## config.mk

```make
export PLATFORM = sky130hd
export DESIGN_NAME = n3_seq_ctrl
export DESIGN_NICKNAME = d
export VERILOG_FILES = /design/src/rtl/nfu_pkg.sv /design/src/rtl/n3_out_fifo.sv /design/src/rtl/n3_seq_ctrl.sv
export SDC_FILE = /design/constraint.sdc
export NUM_CORES = 1
export LEC_CHECK = 0
export CAP_MARGIN = 10
export CORE_MARGIN = 1.5
export CORE_UTILIZATION = 43
export CTS_BUF_LIST = sky130_fd_sc_hd__clkbuf_16
export DETAILED_ROUTE_END_ITERATION = 8
export PLACE_DENSITY_LB_ADDON = 0.15
export SYNTH_ARGS = -nofsm -noshare
export SYNTH_HDL_FRONTEND = slang
export SYNTH_HIERARCHICAL = 1
export SYNTH_SLANG_ARGS = --single-unit
export TNS_END_PERCENT = 100
```

## constraint.sdc

```tcl
create_clock -name clk -period 2.2 [get_ports clk]
set_input_delay 0.44 -clock clk [delete_from_list [all_inputs] [get_ports clk]]
set_output_delay 0.44 -clock clk [all_outputs]
set_load 0.01 [all_outputs]
```

## src/rtl/nfu_pkg.sv

```systemverilog
// Shared NFU definitions: n3 sequencer state encoding and the default
// datapath dimensions used by n3, its sequencer and the NFU top.
package nfu_pkg;

    typedef enum logic [1:0] {
        ST_IDLE  = 2'd0,
        ST_LOAD  = 2'd1,
        ST_RUN   = 2'd2,
        ST_DRAIN = 2'd3
    } n3_state_e;

    localparam int NFU_N       = 16;
    localparam int NFU_NUM_SEG = 16;
    localparam int NFU_N3_LAT  = 2;

endpackage

```

## src/rtl/n3_out_fifo.sv

```systemverilog
// Synchronous DEPTH x W result FIFO behind n3. No bypass: the head is read
// straight from storage, so a pushed word is visible the cycle after the push.
module n3_out_fifo #(
    parameter int W     = 16,
    parameter int DEPTH = 4,
    parameter int CNT_W = $clog2(DEPTH + 1)
) (
    input  logic             clk,
    input  logic             rst,
    input  logic             push,
    input  logic [W-1:0]     din,
    input  logic             pop,
    output logic [W-1:0]     head,
    output logic [CNT_W-1:0] count,
    output logic             empty
);

    localparam int PTR_W = (DEPTH > 1) ? $clog2(DEPTH) : 1;

    logic [W-1:0]     mem_q [DEPTH];
    logic [PTR_W-1:0] wr_ptr_q, wr_ptr_d;
    logic [PTR_W-1:0] rd_ptr_q, rd_ptr_d;
    logic [CNT_W-1:0] cnt_q, cnt_d;
    logic             pop_ok;

    // Wraps explicitly so non-power-of-two depths work.
    function automatic logic [PTR_W-1:0] ptr_inc(input logic [PTR_W-1:0] p);
        return (p == PTR_W'(DEPTH - 1)) ? '0 : p + 1'b1;
    endfunction

    always_comb begin
        pop_ok   = pop && (cnt_q != '0);
        wr_ptr_d = push   ? ptr_inc(wr_ptr_q) : wr_ptr_q;
        rd_ptr_d = pop_ok ? ptr_inc(rd_ptr_q) : rd_ptr_q;
        cnt_d    = cnt_q;
        if (push && !pop_ok) begin
            cnt_d = cnt_q + 1'b1;
        end else if (!push && pop_ok) begin
            cnt_d = cnt_q - 1'b1;
        end
    end

    always_ff @(posedge clk) begin
        if (rst) begin
            wr_ptr_q <= '0;
            rd_ptr_q <= '0;
            cnt_q    <= '0;
        end else begin
            wr_ptr_q <= wr_ptr_d;
            rd_ptr_q <= rd_ptr_d;
            cnt_q    <= cnt_d;
        end
    end

    always_ff @(posedge clk) begin
        if (push) begin
            mem_q[wr_ptr_q] <= din;
        end
    end

    // The credit scheme upstream must never let a push land on a full FIFO.
    always_ff @(posedge clk) begin
        if (!rst) begin
            assert (!(push && !pop_ok && cnt_q == CNT_W'(DEPTH)));
        end
    end

    assign head  = mem_q[rd_ptr_q];
    assign count = cnt_q;
    assign empty = (cnt_q == '0);

endmodule

```

## src/rtl/n3_seq_ctrl.sv

```systemverilog
// n3 activation sequencer: loads NUM_SEG coefficient words into n3, then streams
// X operands through it, admitting X only against free output-FIFO credits.
module n3_seq_ctrl
    import nfu_pkg::*;
#(
    parameter int N       = NFU_N,
    parameter int NUM_SEG = NFU_NUM_SEG,
    parameter int N3_LAT  = NFU_N3_LAT,
    parameter int DEPTH   = 4
) (
    input  logic           clk,
    input  logic           rst,
    input  logic           cfg_start,
    input  logic           cfg_coef_valid,
    input  logic [2*N-1:0] cfg_coef,
    output logic           cfg_coef_ready,
    input  logic           in_valid,
    input  logic [N-1:0]   in_x,
    input  logic           in_last,
    output logic           in_ready,
    output logic           out_valid,
    output logic [N-1:0]   out_y,
    input  logic           out_ready,
    output logic [N-1:0]   n3_x,
    output logic [2*N-1:0] n3_coef,
    output logic           n3_load_coef,
    input  logic [N-1:0]   n3_y,
    output logic           busy,
    output logic           done
);

    localparam int SEG_W = $clog2(NUM_SEG + 1);
    localparam int CNT_W = $clog2(DEPTH + 1);

    n3_state_e        state_q, state_d;
    logic [SEG_W-1:0] seg_cnt_q, seg_cnt_d;
    logic [N3_LAT:0]  vld_pipe_q, vld_pipe_d;
    logic [N-1:0]     n3_x_q, n3_x_d;
    logic [2*N-1:0]   n3_coef_q, n3_coef_d;
    logic             n3_load_coef_q, n3_load_coef_d;

    logic [CNT_W-1:0] fifo_cnt;
    logic [CNT_W-1:0] inflight;
    logic [CNT_W:0]   credit_used;
    logic [N-1:0]     fifo_head;
    logic             fifo_empty;
    logic             fifo_push;
    logic             fifo_pop;
    logic             coef_fire;
    logic             x_fire;
    logic             drained;

    // Credits come from registered counts only, so a pop frees its slot a cycle later.
    always_comb begin
        inflight = '0;
        for (int i = 0; i <= N3_LAT; i++) begin
            inflight = inflight + CNT_W'(vld_pipe_q[i]);
        end
        credit_used    = {1'b0, fifo_cnt} + {1'b0, inflight};
        cfg_coef_ready = (state_q == ST_LOAD);
        in_ready       = (state_q == ST_RUN) && (credit_used < (CNT_W + 1)'(DEPTH));
        coef_fire      = cfg_coef_ready && cfg_coef_valid;
        x_fire         = in_ready && in_valid;
        drained        = (state_q == ST_DRAIN) && (inflight == '0) && fifo_empty;
    end

    always_comb begin
        state_d        = state_q;
        seg_cnt_d      = seg_cnt_q;
        n3_x_d         = x_fire ? in_x : n3_x_q;
        n3_coef_d      = coef_fire ? cfg_coef : n3_coef_q;
        n3_load_coef_d = coef_fire;
        vld_pipe_d     = {vld_pipe_q[N3_LAT-1:0], x_fire};
        case (state_q)
            ST_IDLE: begin
                if (cfg_start) begin
                    state_d   = ST_LOAD;
                    seg_cnt_d = '0;
                end
            end
            ST_LOAD: begin
                if (coef_fire) begin
                    seg_cnt_d = seg_cnt_q + 1'b1;
                    if (seg_cnt_q == SEG_W'(NUM_SEG - 1)) begin
                        state_d = ST_RUN;
                    end
                end
            end
            ST_RUN: begin
                if (x_fire && in_last) begin
                    state_d = ST_DRAIN;
                end
            end
            ST_DRAIN: begin
                if (drained) begin
                    state_d = ST_IDLE;
                end
            end
            default: state_d = ST_IDLE;
        endcase
    end

    always_ff @(posedge clk) begin
        if (rst) begin
            state_q        <= ST_IDLE;
            seg_cnt_q      <= '0;
            vld_pipe_q     <= '0;
            n3_x_q         <= '0;
            n3_coef_q      <= '0;
            n3_load_coef_q <= 1'b0;
        end else begin
            state_q        <= state_d;
            seg_cnt_q      <= seg_cnt_d;
            vld_pipe_q     <= vld_pipe_d;
            n3_x_q         <= n3_x_d;
            n3_coef_q      <= n3_coef_d;
            n3_load_coef_q <= n3_load_coef_d;
        end
    end

    // n3_y is valid exactly when the oldest pipe bit is set.
    assign fifo_push = vld_pipe_q[N3_LAT];
    assign fifo_pop  = out_valid && out_ready;

    n3_out_fifo #(
        .W     (N),
        .DEPTH (DEPTH),
        .CNT_W (CNT_W)
    ) u_fifo (
        .clk   (clk),
        .rst   (rst),
        .push  (fifo_push),
        .din   (n3_y),
        .pop   (fifo_pop),
        .head  (fifo_head),
        .count (fifo_cnt),
        .empty (fifo_empty)
    );

    assign out_valid    = !fifo_empty;
    assign out_y        = fifo_empty ? '0 : fifo_head;
    assign n3_x         = n3_x_q;
    assign n3_coef      = n3_coef_q;
    assign n3_load_coef = n3_load_coef_q;
    assign busy         = (state_q != ST_IDLE);
    assign done         = drained && !rst;

endmodule

```

==> reports/qor.csv, run 1 <==
metric;value;unit
setup_violations;17;
drv_slew;0;
intPower;5.18;mW
skew;5.82;ps
grt_pass1_wl;18100;µm
required;1760;ps
cts_tree;done;
tightest_slew;715;ps
avgSynthCellArea;12.9;µm²
pre_cts_ws;-247;ps
synth.most_common_cell;dfxtp_1;
end_kind;primary output;
fin_crit_sh;1.06;
ys_warn_count;6;
core;12000;µm²
setup_tns;-890;ps
pin_count;141;
clkLatencyLatePin;410;ps
chipHeight;113;µm
slew_headroom;0.523;
antenna_found_initial;0;
power.leakage;2.99;nW
drive_gt1_frac;0.234;
path_max_fanout;2;
grt.total_usage;0.184;
ys_seq_area_frac;0.627;
final_util;0.651;
critPathKind;flop to primary output;
num_vias;3656;
drc;0;
start_util;0.437;
wl_per_cell;15.0;µm
ys_ff_latch;132;
root_buffer;clkbuf_16;
violations;setup timing;
p_per_area;892;nW/µm²
cap_violations;0;
final_nets;669;
ant_nets;0;
diodes;0;
synth_edf_count;64;
hold_violations;0;
clkPwrFrac;0.408;
synth_common_cells;68 x dfxtp_1, 67 x nand2_1, 64 x edfxtp_1, 36 x a21oi_1, 30 x nor2_1;
synth_cell_types;36;
place_hpwl;7080;µm
synthesis.nets;493;
port_buffers;140;
status;complete, but fails checks;
fmax;427;MHz
grt-ovfl-total;0;
fin_hold_ws;453;ps
numCtsBuffers;17;
gp_congestion;0.674;
clk_pin_slew_worst_paths;60;ps
synth_top_cell_by_area;edfxtp_1;
htreeDepth;4;
synth-main-ff-cell;dfxtp_1;
syn2layout_area_growth;48.8;%
clockBufferDepth;2;
setup_slack;-142;ps
fin_crit;2340;ps
hold_path.class;flop to flop;
cts_sinks;132;
async_flop_share;0;
irDropWorstVdd;0.596;mV
p_sw;1.76;mW
yosys-top-cells-area;edfxtp_1 37%, dfxtp_1 26%, nand2_1 4.8%, mux2i_1 4.6%, mux4_2 4.3%;
crit_path_start_kind;flop;
fp.dieW;113;µm
synth_top_area_share;0.367;
drt_iter0_markers;146;
rsz0062_at_grt;true;
dieArea;12800;µm²
arrival;1900;ps
rows;40;
seq_power_share;0.404;
postRouteWirelength;11100;µm
syn_area;5230;µm²
switching_share;0.253;
dr.pass1.iters;4;
avgViaCountPerCell;4.93;
pwr-share-comb;0.188;
grt_pass1_vias;3647;
finalPower;6.94;mW
netlist_instances;406;
grt_max_degree;68;
## cells by family (layout without fill, tap and decap cells)
family	after synthesis	after routing	synth area share
buffers and inverters	30	219	0.0289
AO/OA/AOI/OAI	45	45	0.0516
XOR/XNOR	4	4	0.00670
adder cells (fa/ha/maj)	16	16	0.0411
AND/OR/NAND/NOR	139	139	0.125
multiplexers	40	40	0.119
flip-flops	132	132	0.627
## metrics by stage
step / instances / area [µm²]
final: 742 / 7780
after CTS: 738 / 7660
after floorplan: 406 / 5250
after detailed placement: 696 / 6950
after global routing: 742 / 7780
after global placement: 696 / 6950
## worst max-delay path: stages (launching register included)
cell	delay [ps]
dfxtp_2	320
fa_2	390
buf_4	140
ha_1	260
nand3_1	80
and3_1	170
buf_2	130
## area by class of cell
cell class | instances | area [µm²]
tap | 147 | 184
sequential | 132 | 3300
fill | 948 | 4180
timing repair buffer | 178 | 1810
multi-input combinational | 244 | 1850
inverter | 9 | 33.8
clock inverter | 12 | 113
clock buffer | 20 | 500
## layer usage
layer | vias up | track usage | share of wire
met5 | - | 0 | 0
met4 | 0 | 0.0783 | 0.018
met3 | 17 | 0.0637 | 0.064
met2 | 101 | 0.304 | 0.50
met1 | 1758 | 0.219 | 0.42
li1 | 1780 | - | -
## power groups by stage
stage	logic (mW)	clock network [mW]	registers, mW
5_1_grt	1.44	2.99	2.83
3_5_place_dp	1.26	0	2.85
2_1_floorplan	0.598	0	2.90
4_1_cts	1.27	2.90	2.80
3_3_place_gp	1.24	0	2.85
6_report	1.30	2.83	2.81
## repair_timing
item | in CTS | in global routing
hold buffers | 0 | 0
pin swaps | 1 | 3
setup buffers | 9 | 3
setup endpoints to repair | 21 | 23
gates resized for setup | 107 | 13
cloned | 1 | 1
## sequential cells by signal (all words and copies together), names as in the netlist, named ones only
name and count:
u_fifo/wr_ptr_q 2, state_q 2, u_fifo/rd_ptr_q 2, seg_cnt_q 5, n3_x 16, n3_load_coef 1, vld_pipe_q 3, u_fifo/count 3
n3_coef 32, u_fifo/mem_q 64
## placed cells by master, fill, tap and decap left out, types with 6 or more instances in the layout
master           netlist  routed
a21oi_1               36      35
and2_1                 6       6
and2b_2                9       9
buf_12                 1       6
buf_2                  4       9
buf_4                  0      20
buf_6                  1      19
clkbuf_16              0      21
clkdlybuf4s50_1        0     119
dfxtp_1               68      62
edfxtp_1              64      64
ha_1                  14      12
inv_1                  9       8
mux2i_1               24      22
mux4_2                10      16
nand2_1               67      67
nor2_1                30      30
nor2b_1               13      10
## final timing paths
check / startpoint / endpoint / slack [ps] / cells after the start
hold reg to reg: n3_coef[31] / n3_coef[31] / 450 / 2
hold / removal: n3_coef[31] / n3_coef[31] / 450 / 2
setup reg to reg: u_fifo/count[0] / u_fifo/count[2] / 0 / 9
setup / recovery: vld_pipe_q[0] / in_ready / -140 / 6
Power figures use the tool's default switching activity.
==> run 2, diff against run 1 <==
CAP_MARGIN = 0   (was 10)
CORE_UTILIZATION = 55   (was 43)
DONT_BUFFER_PORTS = 1   (was not set)
==> run 2 against run 1 <==
Net effect:
- the run still ends with setup timing left
- wire length decreased by 17%
- sequential power grew 2%
- non-clock buffer count fell by 152
- die area is 21% lower
- critical path depth decreased by 2
- first-iteration DRC count decreased by 25%
- final cell count is 23% lower
- clock-buffer cell count decreased by 3
- combinational power fell by 43%
- global-route usage up 0.19 points
- power is 7.1% lower
==> reports/qor.csv, run 2 (synthesis results as in run 1) <==
metric;value;unit
fmax;430;MHz
hold_violations;0;
irDropWorstVdd;0.653;mV
root_buffer;clkbuf_16;
drive_gt1_frac;0.221;
tightest_slew;859;ps
pin_count;141;
clkLatencyLatePin;400;ps
syn2layout_area_growth;18.7;%
num_vias;3020;
intPower;4.84;mW
path_cells;fa_2 > or3b_4 > nor3b_2 > buf_4;
skew;5.67;ps
p_per_area;1040;nW/µm²
clockBufferDepth;2;
grt-ovfl-total;0;
status;complete, but fails checks;
setup_violations;1;
placed_cells;527;
grt_use_met1;0.227;
top_usage_layer;met2;
diodes;0;
grt.total_usage;0.186;
place_hpwl;5950;µm
switching_share;0.249;
clkPwrFrac;0.439;
htreeDepth;4;
p_sw;1.61;mW
drt_iter0_markers;109;
cpMaxStageDelayCell;fa_2;
final_common_cell;nand2_1;
grt_pass1_wl;14300;µm
required;1760;ps
drc;0;
final_cell_mix;67 x nand2_1, 64 x edfxtp_1, 61 x dfxtp_1;
arrival;1880;ps
largest_register_ffs;64;
clk_pin_slew_worst_paths;60;ps
end_kind;primary output;
fin_crit;2320;ps
cp_top_family;simple AND/OR/NAND/NOR gates;
setup_slack;-124;ps
start_util;0.566;
critPathKind;flop to primary output;
fp.dieW;101;µm
hold_path.class;input pin to flop;
cts_tree;done;
postRouteWirelength;9290;µm
drv_slew;0;
avgViaCountPerCell;5.28;
core;9240;µm²
grt_max_degree;69;
numCtsBuffers;17;
wl_per_cell;16.2;µm
regMostFlops;u_fifo/mem_q;
crit_path_start_kind;flop;
port_buffers;0;
rsz0062_at_grt;true;
cap_violations;0;
dieArea;10100;µm²
slew_headroom;0.427;
chipHeight;101;µm
cpPeakStageDelay;470;ps
cts_sinks;132;
final_nets;517;
dr.pass1.iters;5;
pwr-share-comb;0.114;
seq_power_share;0.447;
use_met3;0.0770;
setup_tns;-124;ps
power.leakage;2.34;nW
violations;setup timing;
rows;35;
worst-path-buf-inv;1;
fin_crit_sh;1.06;
path_max_fanout;2;
grt_pass1_vias;2944;
fin_cells;572;
grtUsageMet2;0.301;
ant_nets;0;
gp_congestion;0.661;
antenna_found_initial;0;
==> run 2: changes by cell type in the layout (fill, tap and decap cells not counted), moves of 3 or more <==
cell             previous run  this run
clkbuf_16                  21        18
nor2b_4                     3         0
nor2b_1                    10        13
buf_6                      19         1
clkdlybuf4s50_1           119         0
mux4_1                      0         6
mux4_2                     16        10
buf_12                      6         3
inv_6                       2         6
buf_2                       9         0
==> run 2: area by class of cell <==
type,count,area (µm²)
inverters,9,33.8
flip-flops and latches,132,3300
repair buffers,26,254
multi-input cells,244,1860
clock buffers,17,425
clock inverters,15,178
well taps,129,161
fillers,697,3030
==> run 2: path summary, 6_finish.rpt <==
check                                     start  cells past startpoint  slack (ps)         endpoint
worst min register to register    vld_pipe_q[1]                      1         480    vld_pipe_q[2]
worst max-delay path              vld_pipe_q[0]                      4        -120             done
worst min-delay path                        rst                      1         110  u_fifo/count[0]
worst max register to register  u_fifo/count[2]                      9          70  u_fifo/count[2]
==> run 2: power by group through the flow <==
stage | clock [mW] | combinational (mW) | sequential [mW]
2_1_floorplan | 0 | 0.598 | 2.90
3_3_place_gp | 0 | 0.694 | 2.93
3_5_place_dp | 0 | 0.719 | 2.93
4_1_cts | 2.91 | 0.741 | 2.88
5_1_grt | 3.01 | 0.827 | 2.89
6_report | 2.83 | 0.736 | 2.88
==> run 2: per-layer routing <==
metal / vias to the layer above / routed length (µm)
met5: - / 0
met4: 0 / 53
met3: 4 / 621
met2: 95 / 4730
li1: 1478 / -
met1: 1443 / 3890
==> run 2: worst reg2reg max path: stages, from the launching register on <==
cell,delay (ps)
dfxtp_4,350
nor3_4,200
and2b_2,260
o31ai_4,60
ha_2,220
inv_1,50
fa_2,330
xor2_1,150
or3_1,300
a21oi_1,130
==> run 2: metrics by stage <==
| stage | power (mW) | hold slack [ps] | util | instance area [µm²] | setup slack [ps] |
|---|---|---|---|---|---|
| after detailed placement | 3.65 | 479 | 0.587 | 5420 | 0.753 |
| after floorplan | 3.50 | 456 | - | 5250 | 36.0 |
| after CTS | 6.53 | 85.2 | 0.661 | 6110 | -176 |
| after global placement | 3.62 | 474 | 0.587 | 5420 | 101 |
| after global routing | 6.73 | 83.6 | 0.672 | 6210 | -196 |
| final | 6.45 | 113 | 0.672 | 6210 | -124 |
==> run 2: what timing repair did <==
item | 4_1_cts | 5_1_grt
resized for setup | 6 | 10
gates cloned | 0 | 1
hold buffers | 0 | 0
pin swaps | 4 | 5
setup endpoints to repair | 7 | 14
buffers inserted | 7 | 5
==> run 3, diff against run 2 <==
clock period = 2.46 ns   (was 2.2 ns; I/O delays follow)
==> run 3 against run 2 <==
Net effect:
- the flow now finishes without violations
- sequential share of layout area rose by 2.1 points
- combinational power is 13% lower
- clock power decreased by 23%
- wire length fell by 2.7%
- worst hold slack better by 46 ps
- non-clock buffer count shrank 9
- first-iteration DRC count shrank 35%
- die area unchanged
- power decreased by 16%
- critical path type unchanged
==> reports/qor.csv, run 3 (synthesis results as in run 1) <==
metric;value;unit
numCtsBuffers;17;
cts_sinks;132;
final_cell_mix;67 x nand2_1, 67 x dfxtp_1, 64 x edfxtp_1;
required;1970;ps
drv_slew;0;
hold_path_depth;1;
place_hpwl;5990;µm
p_per_area;907;nW/µm²
clk_pin_slew_worst_paths;60;ps
grt_max_degree;69;
seqCellArea;3280;µm²
drc;0;
grt.total_usage;0.187;
irDropWorstVdd;0.539;mV
tightest_slew;448;ps
placed_cells;528;
antenna_found_initial;0;
dr.pass1.iters;4;
clockBufferDepth;2;
wl_per_cell;16.1;µm
chipHeight;101;µm
start_util;0.566;
slew_headroom;0.702;
diodes;0;
fp.dieW;101;µm
drt_iter0_markers;71;
fin_cells;563;
dieArea;10100;µm²
path_cells;fa_1 > or3b_4 > nor3b_4 > buf_6;
ant_nets;0;
fillCellCount;721;
clkLatencyLatePin;400;ps
grt_pass1_vias;2970;
largest_register_ffs;64;
multiInputGateArea;1820;µm²
final_nets;508;
cpMaxStageDelayCell;fa_1;
skew;8.23;ps
end_kind;primary output;
critPathKind;flop to primary output;
grt_pass1_wl;14400;µm
cpPeakStageDelay;490;ps
hold_path.class;input pin to flop;
grt-ovfl-total;0;
arrival;1950;ps
pin_count;141;
gp_congestion;0.779;
regMostFlops;u_fifo/mem_q;
hold_violations;0;
syn2layout_area_growth;13.7;%
fmax;409;MHz
avgViaCountPerCell;5.30;
r2r_cells;9;
status;completed;
postRouteWirelength;9040;µm
core;9240;µm²
drive_gt1_frac;0.175;
port_buffers;0;
path_max_fanout;2;
power.leakage;2.24;nW
root_buffer;clkbuf_16;
crit_path_start_kind;flop;
fin_crit_sh;0.994;
fin_hold_ws;159;ps
fin_crit;2450;ps
rsz0062_at_grt;true;
rows;35;
setup_violations;0;
num_vias;2983;
cts_tree;done;
htreeDepth;4;
cap_violations;0;
==> run 3: changes by cell type in the layout (fill, tap and decap cells not counted), sizes merged <==
cell	delta
bufinv	-3
clkbuf	-1
buf	-8
inv	+3
==> run 3: worst paths after layout <==
check,startpoint,end,slack (ps)
worst max-delay path,vld_pipe_q[2],done,10
worst min-delay path,rst,n3_x[9],160
worst max register to register,u_fifo/count[0],u_fifo/count[2],120
worst min register to register,vld_pipe_q[1],vld_pipe_q[2],480
==> run 3: layout make-up <==
| class | instances | share of cell area |
|---|---|---|
| clock buffers | 17 | 0.0715 |
| multi-input cells | 244 | 0.306 |
| flip-flops and latches | 132 | 0.552 |
| inverters | 9 | 0.00568 |
| clock inverters | 15 | 0.0147 |
| well taps | 129 | 0.0271 |
| repair buffers | 17 | 0.0227 |
==> run 3: what timing repair did <==
| item | CTS | global route |
|---|---|---|
| pin swaps | 3 | 2 |
| gates resized for setup | 4 | 3 |
| hold buffers | 0 | 0 |
| setup buffers | 3 | 0 |
| setup endpoints to repair | 1 | 2 |
==> run 3: report_power, final <==
part / internal, mW / leakage (nW) / switching (mW)
Combinational: 0.274 / 0.845 / 0.369
Sequential: 2.44 / 1.13 / 0.143
Clock: 1.27 / 0.268 / 0.898
==> run 3: through the flow <==
step                TNS, ps  worst slack, ps  power [mW]  cell area (µm²)  utilization
finish                    0             13.7        5.39             5950        0.644
global route          -67.2            -67.2        5.63             5950        0.644
CTS                   -22.0            -22.0        5.44             5930        0.642
detailed placement        0              165        3.25             5390        0.583
global placement          0              260        3.23             5390        0.583
floorplan                 0             8.58        3.13             5230            -
==> run 3: routing by layer <==
layer | GRT usage | share of wire | up-vias
met5 | 0 | 0 | -
met1 | 0.220 | 0.42 | 1423
met4 | 0.0780 | 0.013 | 0
met3 | 0.0700 | 0.072 | 10
li1 | - | - | 1455
met2 | 0.309 | 0.49 | 95
==> run 3: critical path: cells and delay by family, from the launching register on <==
kind                       cells  cell delay [ps]
adders and majority gates      1              490
and+or+nand+nor                2              620
DFF                            1              320
buffers and inverters          1              130
